### config.mk
export PLATFORM = sky130hd
export DESIGN_NAME = uart_tx_arbiter_flat
export DESIGN_NICKNAME = d
export VERILOG_FILES = /design/src/rtl/uart_tx_arbiter_if.sv /design/src/rtl/uart_tx_arbiter.sv /design/src/flat_wrapper.sv
export SDC_FILE = /design/constraint.sdc
export NUM_CORES = 1
export LEC_CHECK = 0
export CAP_MARGIN = 40
export CORE_AREA = 2 2 68 70
export DETAILED_ROUTE_END_ITERATION = 10
export DIE_AREA = 0 0 70 72
export DONT_BUFFER_PORTS = 1
export HOLD_SLACK_MARGIN = 0.02
export PLACE_DENSITY = 0.5
export SYNTH_ARGS = -nofsm -noshare
export SYNTH_HDL_FRONTEND = slang
export SYNTH_SLANG_ARGS = --single-unit
export TNS_END_PERCENT = 100
### constraint.sdc
create_clock -name clk -period 2.18 [get_ports clk]
set_input_delay 0.327 -clock clk [delete_from_list [all_inputs] [get_ports clk]]
set_output_delay 0.327 -clock clk [all_outputs]
set_load 0.05 [all_outputs]
### src/rtl/uart_tx_arbiter_if.sv
// ============================================================================
// Module   : uart_tx_arbiter_if
// Brief    : Requester-side and UART-TX-side signals of the TX arbiter.
// Revision : 1.0 - initial release
// ============================================================================
`default_nettype none
`timescale 1ns/1ps

interface uart_tx_arbiter_if #(
    parameter int N_REQ      = 4,
    parameter int DATA_WIDTH = 8
);
    logic [N_REQ-1:0]            req;
    logic [N_REQ*DATA_WIDTH-1:0] req_data;
    logic [N_REQ-1:0]            req_par_en;
    logic [N_REQ-1:0]            req_par_typ;
    logic [N_REQ-1:0]            gnt;
    logic [DATA_WIDTH-1:0]       par_data;
    logic                        data_valid;
    logic                        par_en;
    logic                        par_typ;
    logic                        busy;
    logic                        arb_busy;

    // master: the clients plus the UART TX; slave: the arbiter itself
    modport master (
        output req, req_data, req_par_en, req_par_typ, busy,
        input  gnt, par_data, data_valid, par_en, par_typ, arb_busy
    );

    modport slave (
        input  req, req_data, req_par_en, req_par_typ, busy,
        output gnt, par_data, data_valid, par_en, par_typ, arb_busy
    );
endinterface

`default_nettype wire

### src/rtl/uart_tx_arbiter.sv
// ============================================================================
// Module   : uart_tx_arbiter
// Brief    : Round-robin arbiter / frame sequencer sharing one UART TX among
//            N_REQ byte sources. Optional UART_ARB_STATS_EN adds frame_cnt
//            and drop_cnt outputs.
// Revision : 1.0 - initial release
// ============================================================================
`default_nettype none
`timescale 1ns/1ps

module uart_tx_arbiter #(
    parameter int N_REQ      = 4,
    parameter int DATA_WIDTH = 8
) (
    input  logic              clk,
    input  logic              rst_n,
    uart_tx_arbiter_if.slave  bus
`ifdef UART_ARB_STATS_EN
    ,
    output logic [15:0]       frame_cnt,
    output logic [7:0]        drop_cnt
`endif
);

    localparam int         c_ptr_w     = (N_REQ > 1) ? $clog2(N_REQ) : 1;
    localparam logic [1:0] c_wait_last = 2'd3;

    typedef enum logic [1:0] {
        S_IDLE      = 2'd0,
        S_ISSUE     = 2'd1,
        S_WAIT_BUSY = 2'd2,
        S_WAIT_DONE = 2'd3
    } state_t;

    state_t                r_state;
    state_t                w_state_nxt;
    logic [c_ptr_w-1:0]    r_ptr;
    logic [c_ptr_w-1:0]    r_winner;
    logic [c_ptr_w-1:0]    w_pick;
    logic [c_ptr_w-1:0]    w_idx;
    logic                  w_found;
    logic [DATA_WIDTH-1:0] w_pick_data;
    logic [DATA_WIDTH-1:0] r_par_data;
    logic                  r_par_en;
    logic                  r_par_typ;
    logic [1:0]            r_wait_cnt;
    logic                  w_load;
    logic                  w_drop;

    // First active request scanning upward from the pointer, wrapping at N_REQ
    always_comb begin
        w_found = 1'b0;
        w_pick  = '0;
        w_idx   = '0;
        for (int k = 0; k < N_REQ; k++) begin
            w_idx = c_ptr_w'((int'(r_ptr) + k) % N_REQ);
            if (!w_found && bus.req[w_idx]) begin
                w_found = 1'b1;
                w_pick  = w_idx;
            end
        end
    end

    always_comb begin
        w_pick_data = '0;
        for (int k = 0; k < N_REQ; k++) begin
            if (w_pick == c_ptr_w'(k)) begin
                w_pick_data = bus.req_data[k*DATA_WIDTH +: DATA_WIDTH];
            end
        end
    end

    always_ff @(posedge clk or negedge rst_n) begin
        if (!rst_n) begin
            r_state <= S_IDLE;
        end else begin
            r_state <= w_state_nxt;
        end
    end

    always_comb begin
        w_state_nxt = r_state;
        w_load      = 1'b0;
        w_drop      = 1'b0;
        case (r_state)
            S_IDLE: begin
                if (w_found && !bus.busy) begin
                    w_state_nxt = S_ISSUE;
                    w_load      = 1'b1;
                end
            end
            S_ISSUE: begin
                w_state_nxt = S_WAIT_BUSY;
            end
            S_WAIT_BUSY: begin
                // TX never acknowledged the frame: give up after four cycles
                if (bus.busy) begin
                    w_state_nxt = S_WAIT_DONE;
                end else if (r_wait_cnt == c_wait_last) begin
                    w_state_nxt = S_IDLE;
                    w_drop      = 1'b1;
                end
            end
            S_WAIT_DONE: begin
                if (!bus.busy) begin
                    w_state_nxt = S_IDLE;
                end
            end
            default: begin
                w_state_nxt = S_IDLE;
            end
        endcase
    end

    always_ff @(posedge clk or negedge rst_n) begin
        if (!rst_n) begin
            r_ptr      <= '0;
            r_winner   <= '0;
            r_par_data <= '0;
            r_par_en   <= 1'b0;
            r_par_typ  <= 1'b0;
            r_wait_cnt <= '0;
        end else begin
            if (w_load) begin
                r_winner   <= w_pick;
                r_par_data <= w_pick_data;
                r_par_en   <= bus.req_par_en[w_pick];
                r_par_typ  <= bus.req_par_typ[w_pick];
            end
            if (r_state == S_ISSUE) begin
                r_ptr      <= (r_winner == c_ptr_w'(N_REQ - 1)) ? '0 : r_winner + 1'b1;
                r_wait_cnt <= '0;
            end else if (r_state == S_WAIT_BUSY) begin
                r_wait_cnt <= r_wait_cnt + 1'b1;
            end
        end
    end

    assign bus.data_valid = (r_state == S_ISSUE);
    assign bus.gnt        = (r_state == S_ISSUE) ? (N_REQ'(1) << r_winner) : '0;
    assign bus.par_data   = r_par_data;
    assign bus.par_en     = r_par_en;
    assign bus.par_typ    = r_par_typ;
    assign bus.arb_busy   = (r_state != S_IDLE);

`ifdef UART_ARB_STATS_EN
    logic [15:0] r_frame_cnt;
    logic [7:0]  r_drop_cnt;

    // frame count wraps; drop count saturates
    always_ff @(posedge clk or negedge rst_n) begin
        if (!rst_n) begin
            r_frame_cnt <= '0;
            r_drop_cnt  <= '0;
        end else begin
            if (r_state == S_ISSUE) begin
                r_frame_cnt <= r_frame_cnt + 16'd1;
            end
            if (w_drop && (r_drop_cnt != 8'hFF)) begin
                r_drop_cnt <= r_drop_cnt + 8'd1;
            end
        end
    end

    assign frame_cnt = r_frame_cnt;
    assign drop_cnt  = r_drop_cnt;
`endif

endmodule

`default_nettype wire
### src/flat_wrapper.sv
// flat-port wrapper written by rule: the top's interface ports become plain ports
module uart_tx_arbiter_flat 
#(
    parameter int N_REQ      = 4,
    parameter int DATA_WIDTH = 8
)
  (clk, rst_n, bus_req, bus_req_data, bus_req_par_en, bus_req_par_typ, bus_busy, bus_gnt, bus_par_data, bus_data_valid, bus_par_en, bus_par_typ, bus_arb_busy);
  uart_tx_arbiter_if #(.N_REQ(N_REQ), .DATA_WIDTH(DATA_WIDTH)) bus_i ();
  input  logic clk;
  input  logic rst_n;
  input wire logic [$bits(bus_i.req)-1:0] bus_req;
  input wire logic [$bits(bus_i.req_data)-1:0] bus_req_data;
  input wire logic [$bits(bus_i.req_par_en)-1:0] bus_req_par_en;
  input wire logic [$bits(bus_i.req_par_typ)-1:0] bus_req_par_typ;
  input wire logic [$bits(bus_i.busy)-1:0] bus_busy;
  output wire logic [$bits(bus_i.gnt)-1:0] bus_gnt;
  output wire logic [$bits(bus_i.par_data)-1:0] bus_par_data;
  output wire logic [$bits(bus_i.data_valid)-1:0] bus_data_valid;
  output wire logic [$bits(bus_i.par_en)-1:0] bus_par_en;
  output wire logic [$bits(bus_i.par_typ)-1:0] bus_par_typ;
  output wire logic [$bits(bus_i.arb_busy)-1:0] bus_arb_busy;
  assign bus_i.req = bus_req;
  assign bus_i.req_data = bus_req_data;
  assign bus_i.req_par_en = bus_req_par_en;
  assign bus_i.req_par_typ = bus_req_par_typ;
  assign bus_i.busy = bus_busy;
  assign bus_gnt = bus_i.gnt;
  assign bus_par_data = bus_i.par_data;
  assign bus_data_valid = bus_i.data_valid;
  assign bus_par_en = bus_i.par_en;
  assign bus_par_typ = bus_i.par_typ;
  assign bus_arb_busy = bus_i.arb_busy;
  uart_tx_arbiter #(.N_REQ(N_REQ), .DATA_WIDTH(DATA_WIDTH)) u_core (.clk(clk), .rst_n(rst_n), .bus(bus_i));
endmodule
**Word-level counts from Yosys, hierarchy flattened**

Cells that the tools add are included.

- Register bits: 18
- Input bits: 47

- Add/sub/neg operators: 5
- $lt $le $gt $ge: 5
- Eq/ne operators: 11
- Shifts and indexed selects: 1
- Muxes and demuxes: 35
- Reduce and logical (&&, ||, !) cells: 13

Operators by type and width:

| operator | number |
|---|---|
| $mux 8 | 4 |
| $mux 2 | 11 |
| $lt 2x3->1 const B | 5 |
| $bmux 1 s2 | 6 |
| $eq 2x2->1 const B | 6 |
| $mux 1 | 12 |
| $pmux 2 s4 | 1 |
| $add 2x1->2 const B | 3 |
| $add 2x2->2 const B | 2 |
| $eq 2x1->1 const B | 2 |
| $logic_and 1x1->1 | 4 |
| $logic_not 1->1 | 4 |
| $logic_not 2->1 | 2 |
| $mux 4 | 1 |
| $reduce_bool 2->1 | 2 |
| $shl 1x2->4 const A | 1 |
| $ne 3x2->1 const B | 1 |
| $reduce_and 3->1 | 1 |
| $ne 2x1->1 const B | 1 |
| $ne 2x2->1 const B | 1 |

**Depth between registers and ports, before layout**

- Depth after elaboration: 17
- Mapped depth: 8
- Gate-level depth less buffers: 6

**Worst setup path before layout**

OpenSTA, ideal clock, no wires.

- Kind: register to register
- From: register u_core.r_state[0]
- To: register u_core.r_par_data[0] (netlist: u_core.bus.par_data[0])
- Library setup time: 90 ps
- Arrival: 1,866 ps
- Required time: 2,090 ps
- Slack: 224 ps
- Stages on the path, launching flop included: 9
- Path buffers: 2
- Clock period less this slack: 1,956 ps
- Cells stage by stage: dfrtp_1 > inv_1 > ha_1 > inv_2 > or3_1 > buf_2 > or2_1 > buf_6 > o221ai_1

- Longest elaborated chain between the ends: 2

Ends and longest elaborated chain:

| what | line | RTL |
|---|---|---|
| start, declared | uart_tx_arbiter.sv:35 | `state_t r_state;` |
| start signal, assigned | uart_tx_arbiter.sv:77 | `r_state <= w_state_nxt;` |
| $logic_not 2->1 | uart_tx_arbiter.sv:85 | `case (r_state)` |
| $mux 1 | uart_tx_arbiter.sv:85 |  |
| end signal, assigned | uart_tx_arbiter.sv:126 | `r_par_data <= w_pick_data;` |
| end, declared | uart_tx_arbiter.sv:43 | `logic [DATA_WIDTH-1:0] r_par_data;` |

Every way passes these cells.
A chain may end at the register's enable or synchronous reset.

**Worst setup path in the final report**

- From: register u_core.r_state[0]
- To: register u_core.r_par_data[4] (netlist: u_core.bus.par_data[4])

Same word-level chain as after synthesis.

==> impl_results.md <==
- Maximum VDD drop: 608 µV
- Hold WC Path Type: input pin to flop
- Post-CTS setup buffer count: 0
- Status: complete, no violations
- Synth async-reset ratio: 1.00
- Router iterations before antenna repair: 4
- Clock sink total: 18
- Hold_ws: 0.272 ns
- Drt total wl: 2810 µm
- CTS Buffer Depth: 2
- Finished Core Util: 0.320
- Worst EP arrival: 2.17 ns
- Die width: 70 µm
- Max cap viols: 0
- Share of layout cells above drive strength 1: 0.142
- Area delta synth->final: 13.4%
- Mapped Nets: 176
- Sequential fraction of the synthesis area: 0.374
- Slew @ Worst Pin: 0.503 ns
- # port buffers: 0
- Crit Path Max Fanout: 11
- Crit path capture type: flop
- Full die area: 5040 µm²
- Data required, critical path: 2.34 ns
- Power Density: 1580 nW/µm²
- Slew Limit Headroom: 0.665
- Skew-Pair Late Insertion Delay: 0.25 ns
- Dominant cells by area after synthesis: dfrtp_1, mux2i_1, ha_1
- Primary FF master, synth: dfrtp_1
- CTS Hold Bufs: 1
- Startpoint types: flop
- Cell Area, Synth: 1200 µm²
- Num CTS Buffers: 3
- Core area: 4260 µm²
- Post-route DRC violation count: 0
- Congestion Overflow GR: 0
- F_max: 0.498 GHz
- Final hold violations: 0
- # diodes: 0
- Initial core utilization: 0.283
- Crit Path Class: flop to flop
- Gpl congestion: 0.798
- CTS tree: yes
- Iteration-0 DRC Markers: 18
- Area share of the largest cell type after synthesis: 0.374
- Period minus WS final: 2.01 ns
- H-tree levels: 1
- Post-synth EDFFs: 0
- Site row count: 24
- Root Driver: clkbuf_8
- Lkg Pwr: 0.677 nW
- Clk slew on worst S/H paths: 0.07 ns
- Period utilisation layout: 0.922
- Fin. max-slew vios: 0
- Gr usage total: 0.112
- Via Count: 939
- IO Pins: 63
- Final ANT Viol Nets: 0
- Initial antenna violation count: 0
- Largest net degree at the start of global routing: 22
- Setup TNS: 0 ns
- First-pass GRT wire length: 4450 µm
- Post_cts resized: 0
- Synth area leader: dfrtp_1
- Count of cell types in the netlist: 31
- Final setup skew: 0.00236 ns
- Number of cells produced by synthesis: 119
- Post-Syn Area per Cell: 10.1 µm²
- Routed length per instance: 15.7 µm
- Vias per cell: 5.25
- Final HPWL DP: 2200 µm
- Synthesized flop and latch total: 18
- Unrepaired setup endpoints after global routing: false
- Die Height: 72 µm
- Nets: 186
- Final setup violation count: 0
- Vias in the first global route: 959
- Ys Warns: 0
==> cell usage in the layout (no fill, tap or decap), types with 2 or more instances in the layout <==
master,Yosys,layout
mux2i_1,20,20
dfrtp_1,18,18
nand2_1,13,13
o221ai_1,10,10
ha_1,10,10
buf_4,1,9
inv_1,8,8
a21oi_1,5,5
and2_1,4,4
nor2_1,4,4
mux2_2,3,3
clkbuf_8,0,3
o21ai_0,2,2
==> report_power, final <==
group          internal [W]  switching (W)  total, W
clock              0.000123       0.000106  0.000229
sequential         0.000490       0.000439  0.000928
combinational      0.000430       0.000566  0.000997
==> critical path, cell delays in order, from the launching register on <==
cell      delay [ns]
dfrtp_1         0.40
inv_1           0.15
ha_1            0.24
inv_2           0.05
or3_1           0.40
or2_1           0.40
o221ai_1        0.26
==> metrics by stage <==
stage,area [µm²],setup WS [ns],power (W),cells
5_1_grt,1370,0.0325,0.00231,179
3_5_place_dp,1300,0.173,0.00193,174
4_1_cts,1350,0.165,0.00217,178
2_1_floorplan,1200,0.224,0.00170,119
6_report,1370,0.170,0.00215,179
3_3_place_gp,1300,0.314,0.00188,174
==> layer usage <==
layer / share of wire / track usage / up-vias
li1: - / - / 444
met1: 0.40 / 0.123 / 426
met2: 0.48 / 0.202 / 63
met3: 0.099 / 0.0417 / 6
met4: 0.016 / 0.0342 / 0
met5: 0 / 0 / -
==> worst paths after layout <==
path | start | to | slack [ns] | depth (start not counted)
worst min-delay path | bus_busy | u_core.r_state[0] | 0.27 | 2
worst max-delay path | u_core.r_state[0] | u_core.bus.par_data[4] | 0.17 | 6
min in group asynchronous | rst_n | u_core.r_state[0] | 0.33 | 1
worst max register to register | u_core.r_state[0] | u_core.bus.par_data[4] | 0.17 | 6
worst min register to register | u_core.r_state[1] | u_core.r_state[1] | 0.50 | 1
max in group asynchronous | rst_n | u_core.r_ptr[1] | 1.50 | 2
==> cell type report <==
type                            count  area [µm²]
Clock buffer                        3        41.3
Fill cell                         443        2900
Inverter                            9        33.8
Multi-Input combinational cell     86         683
Sequential cell                    18         450
Tap cell                           52        65.1
Timing Repair Buffer               11        92.6
==> registers in the layout, summed over array words and instances (netlist names) <==
register and cells:
u_core.bus.par_typ 1, u_core.r_state 2, u_core.r_wait_cnt 2, u_core.r_ptr 2, u_core.bus.par_data 8, u_core.r_winner 2, u_core.bus.par_en 1
==> synth_stat cells (2+ instances only) <==
library cell  count
mux2i_1          20
dfrtp_1          18
nand2_1          13
ha_1             10
o221ai_1         10
inv_1             8
a21oi_1           5
and2_1            4
nor2_1            4
buf_2             3
mux2_2            3
o21ai_0           2
==> cell families after synthesis <==
| family | count (synthesis) | synth area share |
|---|---|---|
| AO/OA/AOI/OAI | 24 | 0.153 |
| buffers and inverters | 15 | 0.0592 |
| adder cells (fa/ha/maj) | 10 | 0.104 |
| multiplexers | 23 | 0.194 |
| flip-flops | 18 | 0.374 |
| AND/OR/NAND/NOR | 29 | 0.116 |
No activity file was read; power rests on OpenSTA's default activity.
